### src/rtl/switch_debounce_ctrl_pkg.sv
// Shared definitions for the DIP-switch debounce path: FSM encoding, default
// debounce length and the MMIO status-word layout consumed by memorio.
package switch_debounce_ctrl_pkg;

    typedef enum logic [1:0] {
        ST_IDLE   = 2'd0,
        ST_COUNT  = 2'd1,
        ST_COMMIT = 2'd2
    } dbc_state_e;

    localparam int unsigned STABLE_CYCLES_DEFAULT = 20000;

    localparam int unsigned STATUS_PENDING_BIT = 31;
    localparam int unsigned STATUS_MASK_MSB    = 15;
    localparam int unsigned STATUS_MASK_LSB    = 0;

    function automatic logic [31:0] pack_status(input logic pend, input logic [15:0] mask);
        logic [31:0] word;
        word = '0;
        word[STATUS_PENDING_BIT] = pend;
        word[STATUS_MASK_MSB:STATUS_MASK_LSB] = mask;
        return word;
    endfunction

endpackage

### src/rtl/switch_debounce_ctrl_sync2.sv
// Two-flop synchroniser bringing the asynchronous switch pins into the clk domain.
module switch_debounce_ctrl_sync2 #(
    parameter int unsigned WIDTH = 16
) (
    input  logic             clk,
    input  logic             switrst,
    input  logic [WIDTH-1:0] d,
    output logic [WIDTH-1:0] q
);

    logic [WIDTH-1:0] s1_q;

    always_ff @(posedge clk or posedge switrst) begin
        if (switrst) begin
            s1_q <= '0;
            q    <= '0;
        end else begin
            s1_q <= d;
            q    <= s1_q;
        end
    end

endmodule

### src/rtl/switch_debounce_ctrl.sv
// Debounces the board DIP switches, commits stable patterns and tracks which bits
// changed since the CPU last read the status word.
module switch_debounce_ctrl
    import switch_debounce_ctrl_pkg::*;
#(
    parameter int unsigned WIDTH         = 16,
    parameter int unsigned STABLE_CYCLES = STABLE_CYCLES_DEFAULT,
    parameter int unsigned CNT_W         = 16
) (
    input  logic             clk,
    input  logic             switrst,
    input  logic [WIDTH-1:0] sw_raw,
    input  logic             ack,
    output logic [WIDTH-1:0] sw_stable,
    output logic             sw_changed,
    output logic             pending,
    output logic [WIDTH-1:0] change_mask,
    output logic             busy
);

    localparam logic [CNT_W-1:0] CntLast = CNT_W'(STABLE_CYCLES - 1);

    logic [WIDTH-1:0] sync;
    logic [WIDTH-1:0] candidate_q;
    logic [CNT_W-1:0] cnt_q;
    dbc_state_e       state_q;

    switch_debounce_ctrl_sync2 #(
        .WIDTH(WIDTH)
    ) u_sync2 (
        .clk    (clk),
        .switrst(switrst),
        .d      (sw_raw),
        .q      (sync)
    );

    always_ff @(posedge clk or posedge switrst) begin
        if (switrst) begin
            state_q     <= ST_IDLE;
            candidate_q <= '0;
            cnt_q       <= '0;
            sw_stable   <= '0;
            change_mask <= '0;
            pending     <= 1'b0;
            sw_changed  <= 1'b0;
            busy        <= 1'b0;
        end else begin
            sw_changed <= 1'b0;
            if (ack) begin
                pending     <= 1'b0;
                change_mask <= '0;
            end
            unique case (state_q)
                ST_IDLE: begin
                    if (sync != sw_stable) begin
                        candidate_q <= sync;
                        cnt_q       <= '0;
                        state_q     <= ST_COUNT;
                        busy        <= 1'b1;
                    end
                end
                ST_COUNT: begin
                    if (sync == sw_stable) begin
                        state_q <= ST_IDLE;
                        busy    <= 1'b0;
                    end else if (sync != candidate_q) begin
                        candidate_q <= sync;
                        cnt_q       <= '0;
                    end else if (cnt_q == CntLast) begin
                        state_q <= ST_COMMIT;
                    end else begin
                        cnt_q <= cnt_q + 1'b1;
                    end
                end
                ST_COMMIT: begin
                    // A same-cycle ack drops older history but never this commit.
                    sw_stable   <= candidate_q;
                    change_mask <= (ack ? '0 : change_mask) | (sw_stable ^ candidate_q);
                    pending     <= 1'b1;
                    sw_changed  <= 1'b1;
                    state_q     <= ST_IDLE;
                    busy        <= 1'b0;
                end
                default: begin
                    state_q <= ST_IDLE;
                    busy    <= 1'b0;
                end
            endcase
        end
    end

endmodule

### config.mk
export PLATFORM = sky130hd
export DESIGN_NAME = switch_debounce_ctrl
export DESIGN_NICKNAME = d
export VERILOG_FILES = /design/src/rtl/switch_debounce_ctrl_pkg.sv /design/src/rtl/switch_debounce_ctrl_sync2.sv /design/src/rtl/switch_debounce_ctrl.sv
export SDC_FILE = /design/constraint.sdc
export NUM_CORES = 1
export LEC_CHECK = 0
export BUFFER_PORTS_ARGS = -buffer_cell sky130_fd_sc_hd__clkbuf_2
export CORE_MARGIN = 4
export CORE_UTILIZATION = 62
export DETAILED_ROUTE_END_ITERATION = 12
export PLACE_DENSITY = 0.81
export SLEW_MARGIN = 30
export SYNTH_ARGS = -nofsm -noshare
export SYNTH_HDL_FRONTEND = slang
export SYNTH_HIERARCHICAL = 1
export SYNTH_SLANG_ARGS = --single-unit
### constraint.sdc
create_clock -name clk -period 5.85 [get_ports clk]
set_input_delay 0 -clock clk [delete_from_list [all_inputs] [get_ports clk]]
set_output_delay 0 -clock clk [all_outputs]
set_load 0.02 [all_outputs]
==> results of run 1 <==
## metrics by stage
step	total power (W)	instance area, um^2	hold WS (ps)	utilization, %	worst slack [ps]
3_3_place_gp	0.000795	4620	94.9	68.4	3010
5_1_grt	0.00127	5010	138	74.2	2750
4_1_cts	0.00123	4990	113	73.8	2890
2_1_floorplan	0.000777	4310	31.4	-	3570
6_report	0.00122	5010	129	74.2	2930
3_5_place_dp	0.000797	4620	104	68.4	2950
## final timing paths
kind / endpoint / slack [ps] / start / cells past startpoint
setup / recovery: candidate_q[15]$_DFFE_PP0P_ / 2930 / sw_stable[15]$_DFFE_PP0P_ / 6
hold / removal: change_mask[0]$_DFF_PP0_ / 130 / ack / 2
setup reg to reg: candidate_q[15]$_DFFE_PP0P_ / 2930 / sw_stable[15]$_DFFE_PP0P_ / 6
hold reg to reg: u_sync2/q[6]$_DFF_PP0_ / 360 / u_sync2/s1_q[6]$_DFF_PP0_ / 0
max in group asynchronous: change_mask[2]$_DFF_PP0_ / 5110 / switrst / 5
min in group asynchronous: sw_stable[11]$_DFFE_PP0P_ / 210 / switrst / 4
## synth_stat cells, drive strengths merged (2+ instances only)
cell	n	area, um^2
inv	26	97.6
nor2	12	47.6
dfrtp	101	2530
nand3	9	50.1
clkbuf	7	26.3
nand2b	2	12.5
or2	5	31.3
a211o	8	70.1
mux2	33	372
xor2	10	87.6
xnor2	38	333
and3	4	25.0
o21ai	7	35.0
o41ai	2	17.5
o22ai	16	100
or4b	2	23.8
nor3	2	15.0
or3	3	18.8
nor4	8	92.6
nand4	9	62.6
nand2	7	26.3
a211oi	3	22.5
buf	7	50.0
a22o	8	70.1
## logic make-up after synthesis
group / Yosys count / synth area share, %
buf+inv: 40 / 4.04
xor+xnor: 48 / 9.76
simple gates: 67 / 10.3
mux: 33 / 8.63
fa+ha+maj: 2 / 0.523
flops: 101 / 58.7
compound gates: 48 / 8.08
## power by group
group | leakage, nW | total (W) | switching (W) | internal (W)
Clock | 0.100 | 0.000427 | 0.000253 | 0.000174
Combinational | 0.972 | 0.0000626 | 0.0000311 | 0.0000315
Sequential | 1.29 | 0.000731 | 0.0000164 | 0.000714
## per-layer routing
metal / share of wire, % / GRT usage [%]
met5: 0 / 0
met4: 1.5 / 7.16
met3: 3.8 / 5.22
met2: 52 / 37.6
met1: 43 / 27.3
## worst register-to-register path, stage by stage, from the launching register on
cell and delay, ps:
sky130_fd_sc_hd__dfrtp_1 460, sky130_fd_sc_hd__xnor2_1 310, sky130_fd_sc_hd__nand4_1 120, sky130_fd_sc_hd__nor4_1 360, sky130_fd_sc_hd__or2_2 460, sky130_fd_sc_hd__nand2b_1 700, sky130_fd_sc_hd__mux2_1 400
## layout make-up
cell class              count  area [um^2]
multi-input cells         198         1600
repair buffers             75          493
inverters                  26         97.6
well taps                  80          100
clock buffers              10          138
flip-flops and latches    101         2530
clock inverters             6         53.8
fillers                   457         1740
## state kept, by name (all words and copies together) (netlist names)
register and count:
candidate_q 16, sw_stable 16, u_sync2/s1_q 16, u_sync2/q 16, change_mask 16, cnt_q 16
state_q 2, pending 1, sw_changed 1, busy 1
==> metrics.txt, run 1 <==
Die Width=91.3 um; most common library cell in the layout ignoring fill and taps=sky130_fd_sc_hd__dfrtp_1; antenna violations before repair=0; Hold Vio Cnt, Final=0; Async SR Flop Fraction=between 90% and 100%; total of warnings raised by yosys=6; number of buffers inserted by port buffering=53; path class of the lowest-slack min-delay path=input port to register; number of nets at the end of the flow=431; worst path buffer plus inverter count=0; starting density of the core=roughly 64%; layout cell share with drive strength beyond 1=25.5%; GR Util All Layers=21.9%; CTS Root Cell=sky130_fd_sc_hd__clkbuf_8; Post-CTS Setup Bufs=0; crit end category=register; slowest stage delay, CP=700 ps; pin count of the biggest net entering global routing=70; number of distinct library cells after synthesis=48; global-route wire length before repair=between 10000 and 15000 um; TritonCTS clock tree=built; number of global-route vias before repair=2854; number of detailed-routing iterations run before antenna repair=4; maximum clock path buffer count=2; maximum fanout encountered on the critical timing path=22; element type at the critical path start=register; DRC violation total after the first TritonRoute iteration=124; average wire per standard cell=17.5 um; area growth from synthesis to layout=16.4%; WP data arrival=3180 ps; worst-case headroom to the max-slew limit=34.7%; net count after synthesis=around 360; Slew @ Worst Pin=972 ps; residual DRC count=0; total clock buffers created by CTS=9; setup_tns=0 ps; Gates resized, CTS repair=0; area of the core=6760 um^2; clock insertion delay at the later pin of the skew report=370 ps; synthesized area divided by synthesized cell count=12.7 um^2; Top Ports=54; number of hold-repair buffers added at the cts stage=17; estimated wirelength of the detail-placed design=5760 um; routed vias=between 2000 and 3000; register area share after synthesis=about three fifths; Rows=30; Placed Cells incl. Taps=462; CP Cell Sequence=xnor2_1 -> nand4_1 -> nor4_1 -> or2_2 -> nand2b_1 -> mux2_1; setup violation total in the final timing report=0; portion of the clock cycle consumed by the worst path in the final layout=50.0%; final non-filler cell total=496; detail-routed via count per cell=5.68; number of enable-type register cells in the synthesized netlist=0; peak ir drop on the vdd network=249 uV; die footprint=around 8300 um^2; maxcap violations=0; cell class contributing the biggest share of worst-path delay=simple AND/OR/NAND/NOR gates; maximum clock rate=0.342 GHz; vertical extent of the die=around 91 um; Worst Path Class, Setup=register to register; post-synthesis instance area=4310 um^2; Fin Clk Skew=~8.4 ps; aggregate global routing overflow=0; Yosys reg bits=about 100; number of clock sinks seen by CTS=101; leakage power=2.36 nW; unrepaired setup endpoints after global routing=false; number of nets with antenna violations after detailed routing=0; final max-slew violation count=0; leading cell types in the layout, fill and taps excluded=sky130_fd_sc_hd__dfrtp_1, sky130_fd_sc_hd__clkbuf_2, sky130_fd_sc_hd__xnor2_1; PD cells=243 nW/um^2; Min Clock Period, post-route=between 2000 and 3000 ps; cell count after synthesis=339; Slowest cell on crit path=sky130_fd_sc_hd__nand2b_1; CTS H-tree lvls=3; count of inserted antenna diode cells=0; Clock transition at path regs=100 ps; routed wire length=8690 um; routability cong.=0.849; most used flip-flop cell after synthesis=sky130_fd_sc_hd__dfrtp_1; run status=finished clean; data required time of the worst path=6100 ps
(Power assumes the default switching activity.)
==> run 2: changes to the inputs <==
--- a/config.mk
+++ b/config.mk
@@ -7,9 +7,9 @@
 export LEC_CHECK = 0
 export BUFFER_PORTS_ARGS = -buffer_cell sky130_fd_sc_hd__clkbuf_2
 export CORE_MARGIN = 4
-export CORE_UTILIZATION = 62
+export CORE_UTILIZATION = 57
 export DETAILED_ROUTE_END_ITERATION = 12
-export PLACE_DENSITY = 0.81
+export PLACE_DENSITY = 0.76
 export SLEW_MARGIN = 30
 export SYNTH_ARGS = -nofsm -noshare
 export SYNTH_HDL_FRONTEND = slang
==> constraint.sdc (replaced) <==
create_clock -name clk -period 3.05 [get_ports clk]
set_input_delay 0 -clock clk [delete_from_list [all_inputs] [get_ports clk]]
set_output_delay 0 -clock clk [all_outputs]
set_load 0.02 [all_outputs]
==> run 2 against run 1 <==
Compared with the run above:
- flip-flop and latch count stayed put
- final cell count is 4.0% higher
- die area is 8.0% higher
- non-clock buffer count is 1 higher
- first-iteration DRC count is 2.4% higher
- routed wire length is 2.0% lower
- sequential share of layout area is 0.24 points lower
- maximum frequency is 17% higher
- combinational power is 87% higher
- clock skew is 7.8 ps higher
- critical endpoint unchanged
- largest cell class unchanged
==> metrics.txt, run 2 (synthesized netlist as in run 1, its figures left out) <==
Die Width=94.9 um (was 91.3 um); aggregate global routing overflow=0 (unchanged); setup_tns=0 ps (unchanged); count of inserted antenna diode cells=0 (unchanged); vertical extent of the die=94.9 um (was 91.3 um); worst-case headroom to the max-slew limit=55.2% (was 34.7%); CTS H-tree lvls=3 (unchanged); CP startpoint=candidate_q[13]$_DFFE_PP0P_ (was sw_stable[15]$_DFFE_PP0P_); DRC violation total after the first TritonRoute iteration=127 (was 124); clock insertion delay at the later pin of the skew report=370 ps (about the same); maxcap violations=0 (unchanged); worst flop-to-flop path startpoint=candidate_q[13]$_DFFE_PP0P_ (was sw_stable[15]$_DFFE_PP0P_); Worst Path Class, Setup=register to register (unchanged); leakage power=2.36 nW (about the same); setup violation total in the final timing report=0 (unchanged); overall power after layout=0.00235 W (was 0.00122 W); layout filler cell count=558 (was 457); total clock buffers created by CTS=9 (unchanged); element type at the critical path start=register (unchanged); number of nets with antenna violations after detailed routing=0 (unchanged); average wire per standard cell=16.5 um (was 17.5 um); residual DRC count=0 (unchanged); Worst R2R End=candidate_q[15]$_DFFE_PP0P_ (unchanged); Setup crit end=candidate_q[15]$_DFFE_PP0P_ (unchanged); path class of the lowest-slack min-delay path=input port to register (unchanged); Clock transition at path regs=110 ps (was 100 ps); R2R cell count=7 (was 6); number of global-route vias before repair=2938 (was 2854); TritonCTS clock tree=built (unchanged); routed vias=2825 (was 2815); Top Ports=54 (unchanged); number of detailed-routing iterations run before antenna repair=6 (was 4); maximum fanout encountered on the critical timing path=9 (was 22); final max-slew violation count=0 (unchanged); pin count of the biggest net entering global routing=70 (unchanged); most common library cell in the layout ignoring fill and taps=sky130_fd_sc_hd__dfrtp_1 (unchanged); number of clock sinks seen by CTS=101 (unchanged); peak ir drop on the vdd network=405 uV (was 249 uV); WP data arrival=2750 ps (was 3180 ps); layout cell share with drive strength beyond 1=25.7% (was 25.5%); area of the core=7290 um^2 (was 6760 um^2); Gates resized, CTS repair=0 (unchanged); number of nets at the end of the flow=432 (was 431); Rows=31 (was 30); Min Clock Period, post-route=2500 ps (was 2920 ps); maximum clock path buffer count=2 (unchanged); starting density of the core=59.0% (was 63.7%); routed wire length=8520 um (was 8690 um); GR Util All Layers=21.5% (was 21.9%); maximum clock rate=0.400 GHz (was 0.342 GHz); antenna violations before repair=0 (unchanged); detail-routed via count per cell=5.47 (was 5.68); number of buffers inserted by port buffering=53 (unchanged); estimated wirelength of the detail-placed design=5670 um (was 5760 um); global-route wire length before repair=14700 um (was 14200 um); unrepaired setup endpoints after global routing=false (unchanged); routability cong.=0.887 (was 0.849); Hold Vio Cnt, Final=0 (unchanged); crit end category=register (unchanged); portion of the clock cycle consumed by the worst path in the final layout=81.9% (was 50.0%); die footprint=9010 um^2 (was 8340 um^2); slack of the worst reg-to-reg path=550 ps (was 2930 ps); PD cells=466 nW/um^2 (was 243 nW/um^2); Slew @ Worst Pin=673 ps (was 972 ps); Fin Clk Skew=16.2 ps (was 8.44 ps); data required time of the worst path=3300 ps (was 6100 ps); CTS Root Cell=sky130_fd_sc_hd__clkbuf_8 (unchanged); area growth from synthesis to layout=17.0% (was 16.4%); leading cell types in the layout, fill and taps excluded=sky130_fd_sc_hd__dfrtp_1, sky130_fd_sc_hd__clkbuf_2, sky130_fd_sc_hd__xnor2_1 (unchanged); run status=finished clean (unchanged)
run 2: cell count changes in the layout (fill, tap and decap cells not counted), sizes merged:
cell,delta
clkinv,-4
inv,+4
buf,+1
run 2: cell type report:
class                           instances  area [um^2]  share of cell area, %
Sequential cell                       101         2530                   50.2
Multi-Input combinational cell        198         1600                   31.8
Timing Repair Buffer                   76          497                   9.86
Clock buffer                           10          128                   2.53
Tap cell                               99          124                   2.46
Inverter                               26         97.6                   1.94
Clock inverter                          6         60.1                   1.19
run 2: worst min path at each step:
stage,start,end,cells after the start
final,ack,change_mask[14]$_DFF_PP0_,2
after global routing,ack,change_mask[13]$_DFF_PP0_,2
after CTS,ack,change_mask[14]$_DFF_PP0_,2
after detailed placement,sw_raw[11],u_sync2/s1_q[11]$_DFF_PP0_,1
after global placement,sw_raw[10],u_sync2/s1_q[10]$_DFF_PP0_,1
after floorplan,sw_raw[0],u_sync2/s1_q[0]$_DFF_PP0_,0
run 2: stage by stage:
stage	setup WS (ps)	hold slack [ps]	utilization, %	instance area (um^2)	std cells
2_1_floorplan	769	31.4	-	4310	339
3_3_place_gp	629	108	64.1	4680	483
3_5_place_dp	586	110	64.1	4680	483
4_1_cts	534	134	69.0	5030	516
5_1_grt	333	167	69.1	5040	516
6_report	551	149	69.1	5040	516
run 2: what timing repair did:
action,in CTS,in global routing
hold buffers,17,0
buffers inserted,0,0
endpoints found under the hold margin,117,0
run 2: per-layer routing:
metal,track usage (%),up-vias,routed length (um)
met5,0,-,0
met4,7.09,0,86
met3,5.02,11,353
met2,34.2,66,4230
met1,29.4,1410,3860
li1,-,1338,-
run 2: power by group:
group          switching (W)  total (W)  internal [W]
combinational      0.0000609   0.000117     0.0000563
clock               0.000506   0.000830      0.000324
sequential         0.0000315    0.00140       0.00137
total               0.000598    0.00235       0.00175
run 2: worst max-delay path, cell delays in order (launching register included):
cell and delay (ps):
sky130_fd_sc_hd__dfrtp_1 460, sky130_fd_sc_hd__xor2_1 190, sky130_fd_sc_hd__nor4_2 340, sky130_fd_sc_hd__nand4_2 230, sky130_fd_sc_hd__or3_1 470, sky130_fd_sc_hd__nand2b_1 130, sky130_fd_sc_hd__buf_4 200, sky130_fd_sc_hd__mux2_1 350
